File: src/rtl/array_heap_pkg.sv
// array_heap_pkg: shared types for the array heap engine.
// Optional feature macro: ARRAY_HEAP_CLEAR_EN adds the CLEAR state, which zeroes a granted area.
package array_heap_pkg;

   typedef enum logic [2:0] {
      OP_ALLOC = 3'd0,
      OP_FREE  = 3'd1,
      OP_WRITE = 3'd2,
      OP_READ  = 3'd3,
      OP_SIZE  = 3'd4
   } op_e;

`ifdef ARRAY_HEAP_CLEAR_EN
   typedef enum logic [1:0] {
      ST_IDLE  = 2'd0,
      ST_CLEAR = 2'd1,
      ST_RESP  = 2'd2
   } state_e;
`else
   typedef enum logic [1:0] {
      ST_IDLE  = 2'd0,
      ST_RESP  = 2'd2
   } state_e;
`endif

   localparam logic RSP_OK  = 1'b0;
   localparam logic RSP_ERR = 1'b1;

endpackage

File: src/rtl/array_heap_free_stack.sv
// array_heap_free_stack: LIFO of freed array ids, reused most-recent-first.
// It holds one slot per array, so it cannot overflow while each live id is freed at most once.
module array_heap_free_stack #(
   parameter int NARRAYS = 4,
   parameter int IDW     = 2
) (
   input  logic           clock,
   input  logic           reset,
   input  logic           push_i,
   input  logic           pop_i,
   input  logic [IDW-1:0] pushId_i,
   output logic           empty_o,
   output logic [IDW-1:0] top_o
);

   localparam int CW = $clog2(NARRAYS + 1);

   logic [IDW-1:0] stackMem [2**IDW];
   logic [CW-1:0]  count_q;
   logic [IDW-1:0] topIdx;

   // Point at the newest entry; this is only used when the stack is non-empty.
   always_comb begin
      topIdx = IDW'(count_q - CW'(1));
   end

   assign empty_o = (count_q == '0);
   assign top_o   = stackMem[topIdx];

   // Track the stack depth, with reset taking priority over push and pop.
   always_ff @(posedge clock) begin
      if (reset) begin
         count_q <= '0;
      end else if (push_i) begin
         count_q <= count_q + CW'(1);
      end else if (pop_i) begin
         count_q <= count_q - CW'(1);
      end
   end

   // Store a pushed id in the next free slot; stale slots need no reset.
   always_ff @(posedge clock) begin
      if (push_i && !reset) begin
         stackMem[IDW'(count_q)] <= pushId_i;
      end
   end

endmodule

File: src/rtl/array_heap_engine.sv
// array_heap_engine: a fixed pool of arrays carved from one single-port heap memory.
// Commands are accepted in IDLE, and each one produces a single held response.
// Optional feature macro: ARRAY_HEAP_CLEAR_EN zeroes a granted area before the ALLOC response.
module array_heap_engine
   import array_heap_pkg::*;
#(
   parameter int WIDTH   = 12,
   parameter int NARRAYS = 4,
   parameter int NAREA   = 4
) (
   input  logic                       clock,
   input  logic                       reset,
   input  logic                       cmd_valid,
   output logic                       cmd_ready,
   input  logic [2:0]                 cmd_op,
   input  logic [$clog2(NARRAYS)-1:0] cmd_array,
   input  logic [$clog2(NAREA)-1:0]   cmd_index,
   input  logic [WIDTH-1:0]           cmd_data,
   output logic                       rsp_valid,
   input  logic                       rsp_ready,
   output logic [WIDTH-1:0]           rsp_data,
   output logic                       rsp_error,
   output logic [$clog2(NARRAYS):0]   peak_allocs,
   output logic                       busy
);

   localparam int AW  = $clog2(NARRAYS);
   localparam int IW  = $clog2(NAREA);
   localparam int PW  = AW + 1;
   localparam int SW  = $clog2(NAREA + 1);
   localparam int HAW = $clog2(NARRAYS * NAREA);

   state_e              state_q, state_d;
   logic [WIDTH-1:0]    rspData_q, rspData_d;
   logic                rspError_q, rspError_d;
   logic [PW-1:0]       peak_q, peak_d;
   logic [NARRAYS-1:0]  live_q, live_d;
   logic [SW-1:0]       size_q [NARRAYS];
   logic [SW-1:0]       size_d [NARRAYS];
`ifdef ARRAY_HEAP_CLEAR_EN
   logic [AW-1:0]       clrArray_q, clrArray_d;
   logic [IW-1:0]       clrIdx_q, clrIdx_d;
`endif

   logic [WIDTH-1:0]    heapMem [NARRAYS*NAREA];
   logic                heapWe;
   logic [HAW-1:0]      heapAddr;
   logic [WIDTH-1:0]    heapWdata;
   logic [HAW-1:0]      cmdAddr;

   logic                stackPush, stackPop, stackEmpty;
   logic [AW-1:0]       stackTop;
   logic                arrayOk, indexOk, accessOk;
   logic [AW-1:0]       grant;
   logic                grantOk;

   array_heap_free_stack #(
      .NARRAYS(NARRAYS),
      .IDW    (AW)
   ) freeStack (
      .clock   (clock),
      .reset   (reset),
      .push_i  (stackPush),
      .pop_i   (stackPop),
      .pushId_i(cmd_array),
      .empty_o (stackEmpty),
      .top_o   (stackTop)
   );

   assign cmd_ready   = (state_q == ST_IDLE);
   assign rsp_valid   = (state_q == ST_RESP);
   assign rsp_data    = rspData_q;
   assign rsp_error   = rspError_q;
   assign peak_allocs = peak_q;
   assign busy        = (state_q != ST_IDLE);

   // Decode the command's address and check its range and liveness.
   always_comb begin
      cmdAddr  = HAW'(int'(cmd_array) * NAREA + int'(cmd_index));
      arrayOk  = (int'(cmd_array) < NARRAYS);
      indexOk  = (int'(cmd_index) < NAREA);
      accessOk = arrayOk && indexOk && live_q[cmd_array];
   end

   // Next-state logic: run the accepted command, step through the clear, and hold the response.
   always_comb begin
      state_d    = state_q;
      rspData_d  = rspData_q;
      rspError_d = rspError_q;
      peak_d     = peak_q;
      live_d     = live_q;
      size_d     = size_q;
      stackPush  = 1'b0;
      stackPop   = 1'b0;
      heapWe     = 1'b0;
      heapAddr   = cmdAddr;
      heapWdata  = cmd_data;
      grant      = stackTop;
      grantOk    = 1'b0;
`ifdef ARRAY_HEAP_CLEAR_EN
      clrArray_d = clrArray_q;
      clrIdx_d   = clrIdx_q;
`endif
      case (state_q)
         ST_IDLE: begin
            if (cmd_valid) begin
               state_d    = ST_RESP;
               rspData_d  = '0;
               rspError_d = RSP_OK;
               case (cmd_op)
                  OP_ALLOC: begin
                     if (!stackEmpty) begin
                        stackPop = 1'b1;
                        grant    = stackTop;
                        grantOk  = 1'b1;
                     end else if (int'(peak_q) < NARRAYS) begin
                        grant    = AW'(peak_q);
                        peak_d   = peak_q + PW'(1);
                        grantOk  = 1'b1;
                     end else begin
                        rspError_d = RSP_ERR;
                     end
                     if (grantOk) begin
                        live_d[grant] = 1'b1;
                        size_d[grant] = '0;
                        rspData_d     = WIDTH'(grant);
`ifdef ARRAY_HEAP_CLEAR_EN
                        state_d    = ST_CLEAR;
                        clrArray_d = grant;
                        clrIdx_d   = '0;
`endif
                     end
                  end
                  OP_FREE: begin
                     if (arrayOk && live_q[cmd_array]) begin
                        stackPush         = 1'b1;
                        live_d[cmd_array] = 1'b0;
                     end else begin
                        rspError_d = RSP_ERR;
                     end
                  end
                  OP_WRITE: begin
                     if (accessOk) begin
                        heapWe = 1'b1;
                        if (int'(cmd_index) >= int'(size_q[cmd_array])) begin
                           size_d[cmd_array] = SW'(int'(cmd_index) + 1);
                        end
                     end else begin
                        rspError_d = RSP_ERR;
                     end
                  end
                  OP_READ: begin
                     if (accessOk) begin
                        rspData_d = heapMem[cmdAddr];
                     end else begin
                        rspError_d = RSP_ERR;
                     end
                  end
                  OP_SIZE: begin
                     if (arrayOk && live_q[cmd_array]) begin
                        rspData_d = WIDTH'(size_q[cmd_array]);
                     end else begin
                        rspError_d = RSP_ERR;
                     end
                  end
                  default: begin
                     rspError_d = RSP_ERR;
                  end
               endcase
            end
         end
`ifdef ARRAY_HEAP_CLEAR_EN
         ST_CLEAR: begin
            heapWe    = 1'b1;
            heapAddr  = HAW'(int'(clrArray_q) * NAREA + int'(clrIdx_q));
            heapWdata = '0;
            clrIdx_d  = clrIdx_q + IW'(1);
            if (clrIdx_q == IW'(NAREA - 1)) begin
               state_d = ST_RESP;
            end
         end
`endif
         ST_RESP: begin
            if (rsp_ready) begin
               state_d = ST_IDLE;
            end
         end
         default: begin
            state_d = ST_IDLE;
         end
      endcase
   end

   // Register the control state, with synchronous reset overriding any command.
   always_ff @(posedge clock) begin
      if (reset) begin
         state_q    <= ST_IDLE;
         rspData_q  <= '0;
         rspError_q <= RSP_OK;
         peak_q     <= '0;
         live_q     <= '0;
         size_q     <= '{default: '0};
`ifdef ARRAY_HEAP_CLEAR_EN
         clrArray_q <= '0;
         clrIdx_q   <= '0;
`endif
      end else begin
         state_q    <= state_d;
         rspData_q  <= rspData_d;
         rspError_q <= rspError_d;
         peak_q     <= peak_d;
         live_q     <= live_d;
         size_q     <= size_d;
`ifdef ARRAY_HEAP_CLEAR_EN
         clrArray_q <= clrArray_d;
         clrIdx_q   <= clrIdx_d;
`endif
      end
   end

   // Single-port heap write; contents survive reset.
   always_ff @(posedge clock) begin
      if (heapWe && !reset) begin
         heapMem[heapAddr] <= heapWdata;
      end
   end

endmodule

File: config.mk
export PLATFORM = sky130hd
export DESIGN_NAME = array_heap_engine
export DESIGN_NICKNAME = d
export VERILOG_FILES = /design/src/rtl/array_heap_pkg.sv /design/src/rtl/array_heap_free_stack.sv /design/src/rtl/array_heap_engine.sv
export SDC_FILE = /design/constraint.sdc
export NUM_CORES = 1
export LEC_CHECK = 0
export BUFFER_PORTS_ARGS = -buffer_cell sky130_fd_sc_hd__buf_4
export CAP_MARGIN = 30
export CORE_MARGIN = 1.5
export CORE_UTILIZATION = 30
export DETAILED_ROUTE_END_ITERATION = 8
export PLACE_DENSITY_LB_ADDON = 0.12
export RECOVER_POWER = 50
export SLEW_MARGIN = 20
export SYNTH_ARGS = -nofsm -noshare
export SYNTH_HDL_FRONTEND = slang
export SYNTH_SLANG_ARGS = --single-unit
File: constraint.sdc
create_clock -name clock -period 2.65 [get_ports clock]
set_input_delay 0 -clock clock [delete_from_list [all_inputs] [get_ports clock]]
set_output_delay 0 -clock clock [all_outputs]
set_load 0.02 [all_outputs]
==> summary.md, run 1 <==
| Metric | Value |
|---|---|
| Met1 WL | `10.6 mm` |
| Hold_sp | `cmd_index[1]` |
| Ys async rst share | `0%` |
| Slowest CP cell | `ha_1` |
| Psw | `1.67 mW` |
| Clock buffers created by TritonCTS | `27` |
| DR WL met3 | `977 um` |
| Worst EP required | `3.09 ns` |
| Layout cells sized above 1 | `a little under a quarter` |
| Setup TNS | `0 ns` |
| Diodes inserted | `0` |
| Final ANT Viol Nets | `0` |
| Layout Cells excl Fill | `1093` |
| Clock Skews | `0.0222 ns` |
| Area Growth Syn to Fin | `20.0%` |
| Sequential Power Share | `50.7%` |
| Detail Route met2 WL | `about 12 mm` |
| Via count | `5471` |
| Critical path cell sequence | `inv_1 > ha_1 > and4b_1 > nor4_1 > o221ai_1 > a31oi_1 > o2bb2ai_1` |
| Dpl cells | `1022` |
| Avg WL per Cell | `22.1 um` |
| Vias/cell | `5.01` |
| Critical Setup Path Class | `reg2reg` |
| Setup violators final | `0` |
| Starting DRC count in detailed routing | `between 300 and 400` |
| Min Clock Period, post-route | `around 2.3 ns` |
| Period utilization | `around 88%` |
| GRT Overall Usage | `approximately 15%` |
| Crit-path leading delay family | `compound AO/OA/AOI/OAI gates` |
| Reg2reg start | `freeStack.count_q[1]` |
| Maximum VDD drop | `roughly 0.43 mV` |
| Worst Hold Endpoint | `rsp_data[2]` |
| Hold Path Class | `in2reg` |
| WP depth | `7` |
| Reg-to-reg endpoint | `size_q[5]` |
| Worst-margin pin slew | `1.13 ns` |
| Uppermost layer routed | `met4` |
| Clock Tree Root | `clkbuf_16` |
| Placer Congestion | `roughly 0.77` |
| Post-synth cell types | `58` |
| Port-buffer cells | `41` |
| FILL cells | `approximately 3000` |
| Final number of hold-violating endpoints | `0` |
| IO Pins | `42` |
| Worst-path maximum fanout | `17` |
| Vias in the first global route | `between 5000 and 6000` |
| Internal power | `6.27 mW` |
| Clock transition at the registers of the reported paths | `0.06 ns` |
| Total Wirelength | `24.2 mm` |
| Yosys synthesis warning count | `0` |
| Reg2reg path depth | `7` |
| Global-route wire length before repair | `36.7 mm` |
| Residual DRC | `0` |
| Hold Crit Depth | `5` |
| Die footprint | `33500 sq um` |
| Worst R2R Setup Slack | `0.32 ns` |
| Syn Area/Cell | `about 17 sq um` |
| Logic gate share of total power | `4.7%` |
| Initial antenna violation count | `0` |
| CP endpoint kind | `flip-flop` |
| Number of synthesized flops with an enable pin | `200` |
| Final global-route overflow total | `0` |
| Sink Count | `236` |
| Synthesized instance count | `567` |
| Die H | `183 um` |
| Pwr Total | `between 7 and 8 mW` |
| Clk pwr share | `44.6%` |
| Startpoint Class | `flip-flop` |
| Post-synth top flop | `edfxtp_1` |
| Total setup buffers inserted after CTS | `0` |
| Max-slew headroom | `24.5%` |
| Pre-antenna DRT Iters | `5` |
| H-tree depth | `1` |
| Post-Syn Nets | `approximately 600` |
| Max-slew violation count | `0` |
| CTS tree | `done` |
| Net count reported at finish | `a little over 700` |
| Maximum clock frequency | `430 MHz` |
| Seq/Total Area, Yosys | `69.3%` |
| Power per cell area | `a little under 700 nW/um^2` |
| Clk_lat worst skew | `0.54 ns` |
| Largest net degree at the start of global routing | `36` |
| Switching share of power | `21.1%` |
| Syn Std Cell Area | `9710 sq um` |
| Max Cap Violations | `0` |
| RSZ-0062 raised after global routing | `false` |
| Flops & latches, synth | `236` |
| Dpl hpwl | `15.8 mm` |
| P_leak | `3.89 nW` |
| Bufs and invs on worst path | `1` |
| Row cnt | `65` |
| Core area | `31700 sq um` |
| Crit path DAT | `2.77 ns` |
| Horiz. Die Dim | `183 um` |
| CP peak stage delay | `0.46 ns` |
| Maximum root-to-sink buffer count | `3` |
| Status | `completed` |
| Initial core utilization | `30.6%` |
## worst max-delay path by stage
stage | from | to | slack [ns]
after global placement | state_q[1] | heapMem[1][9] | 0.37
after detailed placement | freeStack.count_q[1] | size_q[8] | 0.33
final | freeStack.count_q[1] | size_q[5] | 0.32
after CTS | freeStack.count_q[1] | size_q[8] | 0.32
after global routing | freeStack.count_q[1] | size_q[5] | 0.11
after floorplan | freeStack.count_q[0] | size_q[10] | 0.30
## synthesized netlist by cell type, drive strengths merged, types with 4 or more instances
cell | count | area, sq um
o2bb2ai | 4 | 35.0
o32ai | 4 | 35.0
a22oi | 20 | 150
and3 | 4 | 30.0
nor2b | 5 | 31.3
dfxtp | 36 | 721
o21ai | 6 | 33.8
clkbuf | 19 | 71.3
nor4bb | 5 | 50.1
a31oi | 5 | 31.3
ha | 12 | 150
nand2b | 9 | 63.8
mux4 | 54 | 1220
nand2 | 39 | 146
edfxtp | 200 | 6010
nor4b | 6 | 82.6
a22o | 12 | 105
and2 | 7 | 43.8
nand3 | 7 | 35.0
nor2 | 33 | 124
buf | 15 | 86.3
o211ai | 6 | 45.0
inv | 11 | 41.3
a21oi | 10 | 50.1
## through the flow
step                      area, sq um  hold WS (ns)  worst slack, ns  utilization, %
after global routing            11700         0.290            0.109            36.7
after detailed placement        10700         0.282            0.332            33.8
after CTS                       11800         0.221            0.321            37.1
after floorplan                  9710        0.0989            0.297               -
after global placement          10700         0.267            0.371            33.8
final                           11700         0.223            0.324            36.7
## routing by layer
metal / track usage, % / up-vias
li1: - / 2488
met1: 19.2 / 2836
met2: 26.1 / 112
met3: 2.18 / 35
met4: 3.77 / 0
met5: 0 / -
## placed cells by master, fill, tap and decap left out, types with 7 or more instances in the layout
cell type | netlist | routed
a21oi_1 | 10 | 10
buf_4 | 2 | 54
nand2b_1 | 8 | 8
nand3_1 | 7 | 7
a22oi_1 | 20 | 20
dlygate4sd3_1 | 0 | 21
clkbuf_16 | 0 | 27
clkbuf_1 | 19 | 39
nand2_1 | 39 | 39
dfxtp_1 | 36 | 36
inv_1 | 11 | 11
a22o_1 | 12 | 12
nor2_1 | 33 | 33
ha_1 | 12 | 12
mux4_2 | 54 | 54
edfxtp_1 | 200 | 200
## what timing repair did
item,CTS,global route
hold buffers,21,0
resized for setup,0,0
hold endpoints to repair,221,0
## power by group through the flow
stage | registers [mW] | clock network, mW | logic, mW
final | 4.03 | 3.55 | 0.373
after global routing | 4.03 | 3.79 | 0.412
after CTS | 4.03 | 3.65 | 0.396
after detailed placement | 4.11 | 0 | 0.370
after global placement | 4.11 | 0 | 0.366
after floorplan | 4.11 | 0 | 0.205
## flip-flops by register name, summed over array words and instances, names as in the netlist
name / cells
freeStack.count_q: 3
freeStack.stackMem: 8
heapMem: 192
live_q: 4
peak_allocs: 3
rsp_data: 12
rsp_error: 1
size_q: 12
state_q: 1
## tightest hold or removal path, delay by kind of cell
kind / cells / cell delay [ns]
compound gates: 2 / 0.19
buf+inv: 1 / 0.27
simple gates: 2 / 0.22
## cells by family after synthesis
kind of cell	share of synthesized area [%]
buffers and inverters	2.05
adder cells (fa/ha/maj)	1.55
flip-flops	69.3
AND/OR/NAND/NOR	7.85
AO/OA/AOI/OAI	6.27
XOR/XNOR	0.271
multiplexers	12.7
## layout make-up
class	instances	area, sq um	share of cell area, %
clock buffers	35	716	6.14
clock inverters	15	129	1.11
inverters	11	41.3	0.354
multi-input cells	286	2790	23.9
flip-flops and latches	236	6730	57.7
well taps	402	503	4.32
repair buffers	108	756	6.48
Power figures use the tool's default switching activity.
==> inputs of run 2 (changes only) <==
--- a/config.mk
+++ b/config.mk
@@ -15,4 +15,5 @@
 export SLEW_MARGIN = 20
 export SYNTH_ARGS = -nofsm -noshare
 export SYNTH_HDL_FRONTEND = slang
+export SYNTH_HIERARCHICAL = 1
 export SYNTH_SLANG_ARGS = --single-unit
==> run 2 against run 1 <==
Effect of this change:
- die area down 1.2%
- synthesized area down 1.2%
- global-route usage up 0.24 points
- sequential cell count unchanged
- sequential share of layout area up 0.77 points
- utilization down 0.29 points
- clock skew down 0.0056 ns
- cell area down 1.3%
- first-iteration DRC count up 44%
- non-clock buffer count down 8
- synthesized cell count down 3.0%
- critical path type is now in2reg
==> summary.md, run 2 <==
| Metric | Value |
|---|---|
| Die footprint | `33100 sq um (was 33500 sq um)` |
| RSZ-0062 raised after global routing | `false (unchanged)` |
| Vias/cell | `5.00 (was 5.01)` |
| Total Wirelength | `24.3 mm (was 24.2 mm)` |
| Max-slew violation count | `0 (unchanged)` |
| Clock transition at the registers of the reported paths | `0.06 ns (about the same)` |
| Commonest non-fill, non-tap cells in the layout | `edfxtp_1, mux4_2, buf_4 (unchanged)` |
| P_leak | `3.72 nW (was 3.89 nW)` |
| Top cells by count, synth | `edfxtp_1, mux4_2, nor2_1, dfxtp_1, nand3_1 (was edfxtp_1, mux4_2, nand2_1, dfxtp_1, nor2_1)` |
| Avg WL per Cell | `22.6 um (was 22.1 um)` |
| Pre-antenna DRT Iters | `4 (was 5)` |
| Worst EP required | `3.07 ns (was 3.09 ns)` |
| Critical Setup Path Class | `in2reg (was reg2reg)` |
| Syn Area/Cell | `17.4 sq um (was 17.1 sq um)` |
| Yosys synthesis warning count | `6 (was 0)` |
| Hold Path Class | `in2reg (unchanged)` |
| Area of the multi-input gates | `2690 sq um (was 2790 sq um)` |
| Slowest CP cell | `mux4_2 (was ha_1)` |
| Placer Congestion | `0.811 (was 0.772)` |
| Via count | `5374 (was 5471)` |
| Setup TNS | `0 ns (unchanged)` |
| Ys async rst share | `0% (unchanged)` |
| Synthesized instance count | `550 (was 567)` |
| Flops & latches, synth | `236 (unchanged)` |
| Final ANT Viol Nets | `0 (unchanged)` |
| Largest cells by area after synthesis | `edfxtp_1, mux4_2, dfxtp_1 (unchanged)` |
| Vias in the first global route | `5655 (was 5715)` |
| Maximum VDD drop | `0.447 mV (was 0.431 mV)` |
| Startpoint Class | `input pin (was flip-flop)` |
| Share of the synthesized area in the top cell type | `62.6% (was 61.8%)` |
| Max-slew headroom | `40.1% (was 24.5%)` |
| Diodes inserted | `0 (unchanged)` |
| Largest register FFs | `192 (unchanged)` |
| Clk_lat worst skew | `0.55 ns (was 0.54 ns)` |
| Maximum root-to-sink buffer count | `3 (unchanged)` |
| Core area | `31600 sq um (was 31700 sq um)` |
| Largest net degree at the start of global routing | `34 (was 36)` |
| Critical path cell sequence | `dlygate4sd3_1 > clkbuf_1 > mux4_2 > ha_1 > nand2b_1 > a21oi_1 > o41ai_4 > and2_1 > a32o_1 (was inv_1 > ha_1 > and4b_1 > nor4_1 > o221ai_1 > a31oi_1 > o2bb2ai_1)` |
| Setup violators final | `0 (unchanged)` |
| IO Pins | `42 (unchanged)` |
| GRT Overall Usage | `15.1% (was 14.8%)` |
| H-tree depth | `1 (unchanged)` |
| Most common cell in the netlist | `edfxtp_1 (unchanged)` |
| Crit path DAT | `2.80 ns (was 2.77 ns)` |
| Global-route wire length before repair | `36.5 mm (was 36.7 mm)` |
| CP peak stage delay | `0.59 ns (was 0.46 ns)` |
| Initial antenna violation count | `0 (unchanged)` |
| Net count reported at finish | `687 (was 705)` |
| Port-buffer cells | `41 (unchanged)` |
| Die H | `182 um (was 183 um)` |
| Area Growth Syn to Fin | `19.9% (was 20.0%)` |
| Residual DRC | `0 (unchanged)` |
| Max Cap Violations | `0 (unchanged)` |
| Initial core utilization | `30.4% (was 30.6%)` |
| Min Clock Period, post-route | `2.37 ns (was 2.33 ns)` |
| Post-synth top flop | `edfxtp_1 (unchanged)` |
| Clock Tree Root | `clkbuf_16 (unchanged)` |
| CP endpoint kind | `flip-flop (unchanged)` |
| Clock buffers created by TritonCTS | `28 (was 27)` |
| Worst-margin pin slew | `0.899 ns (was 1.13 ns)` |
| Status | `completed (unchanged)` |
| Cell taking the most area after synthesis | `edfxtp_1 (unchanged)` |
| Post-synth cell types | `48 (was 58)` |
| Pwr Total | `7.91 mW (was 7.95 mW)` |
| Commonest non-fill, non-tap cell in the layout | `edfxtp_1 (unchanged)` |
| Row cnt | `65 (unchanged)` |
| Starting DRC count in detailed routing | `514 (was 357)` |
| Worst-path maximum fanout | `8 (was 17)` |
| Number of synthesized flops with an enable pin | `200 (unchanged)` |
| Reg with most FFs | `heapMem (unchanged)` |
| Dpl hpwl | `15.6 mm (was 15.8 mm)` |
| Final number of hold-violating endpoints | `0 (unchanged)` |
| FF/Latch Area | `6730 sq um (unchanged)` |
| Horiz. Die Dim | `182 um (was 183 um)` |
| FILL cells | `2983 (was 2989)` |
| Seq/Total Area, Yosys | `70.1% (was 69.3%)` |
| Post-cts sizing count | `0 (unchanged)` |
| Syn Std Cell Area | `9590 sq um (was 9710 sq um)` |
| Layout cells sized above 1 | `21.6% (was 22.7%)` |
| Final global-route overflow total | `0 (unchanged)` |
| Sink Count | `236 (unchanged)` |
| Power per cell area | `688 nW/um^2 (was 682 nW/um^2)` |
| CTS tree | `done (unchanged)` |
| Clock Skews | `0.0165 ns (was 0.0222 ns)` |
| Maximum clock frequency | `421 MHz (was 430 MHz)` |
| Period utilization | `89.6% (was 87.8%)` |
| Post-Syn Nets | `585 (was 602)` |
## run 2: changes by cell type after synthesis, moves of 4 or more
cell	before	now
nor4b_1	4	0
buf_2	12	4
a22oi_1	20	11
o32ai_1	4	0
mux2i_1	1	7
nand3_1	7	22
nor4bb_1	5	1
nand2b_1	8	16
nor3_1	1	5
a32o_1	1	15
o2bb2ai_1	4	0
nand2_1	39	21
o211ai_1	6	0
nor2_1	33	37
## run 2: through the flow
stage	utilization [%]	setup WS, ns	instance area, sq um	std cells	hold WS (ns)
global route	36.5	0.0529	11500	1074	0.0786
finish	36.5	0.275	11500	1074	0.0294
detailed placement	33.5	0.291	10600	1003	0.274
CTS	36.9	0.273	11600	1074	0.00837
floorplan	-	0.405	9590	550	0.0694
global placement	33.5	0.433	10600	1003	0.270
## run 2: final cells by class
type | count | share of cell area, %
Clock buffer | 34 | 6.29
Clock inverter | 16 | 1.01
Inverter | 12 | 0.392
Multi-Input combinational cell | 274 | 23.4
Sequential cell | 236 | 58.5
Tap cell | 402 | 4.37
Timing Repair Buffer | 100 | 6.09
## run 2: routing by layer
layer  track usage, %  share of wire [%]
met4             4.40                2.3
met5                0                  0
met1             20.7                 46
met2             24.8                 47
met3             2.25                4.1
## run 2: power breakdown
part	internal, mW	leakage (nW)	total (mW)	switching, mW
Sequential	4.03	2.09	4.03	0.00577
Combinational	0.153	1.22	0.381	0.228
Clock	2.03	0.418	3.50	1.47
Total	6.21	3.72	7.91	1.70
## run 2: worst max-delay path: cells and delay by family
kind                     cells  cell delay (ns)
AO/OA/AOI/OAI                3             0.69
AND/OR/NAND/NOR              2             0.38
adder cells (fa/ha/maj)      1             0.29
buffers and inverters        2             0.84
multiplexers                 1             0.59
## run 2: final timing paths
kind                                           start         to  slack, ns  cells after the start
worst min-delay path                       cmd_op[0]  live_q[1]       0.03                      4
worst max register to register  freeStack/count_q[0]  size_q[9]       0.28                      8
worst max-delay path                    cmd_array[1]  size_q[8]       0.28                      9
worst min register to register             size_q[5]  size_q[5]       0.46                      1
## run 2: logic make-up (layout without fill, tap and decap cells)
group / count (synthesis) / in the layout / share of synthesized area, %
flip-flops: 236 / 236 / 70.1
AO/OA/AOI/OAI: 70 / 70 / 5.80
XOR/XNOR: 1 / 1 / 0.0913
multiplexers: 62 / 62 / 13.6
AND/OR/NAND/NOR: 129 / 129 / 7.00
adder cells (fa/ha/maj): 12 / 12 / 1.57
buffers and inverters: 40 / 162 / 1.85
## run 2: what timing repair did
action,CTS,global route
hold buffers,21,0
hold endpoints to repair,214,0
buffers inserted,0,0
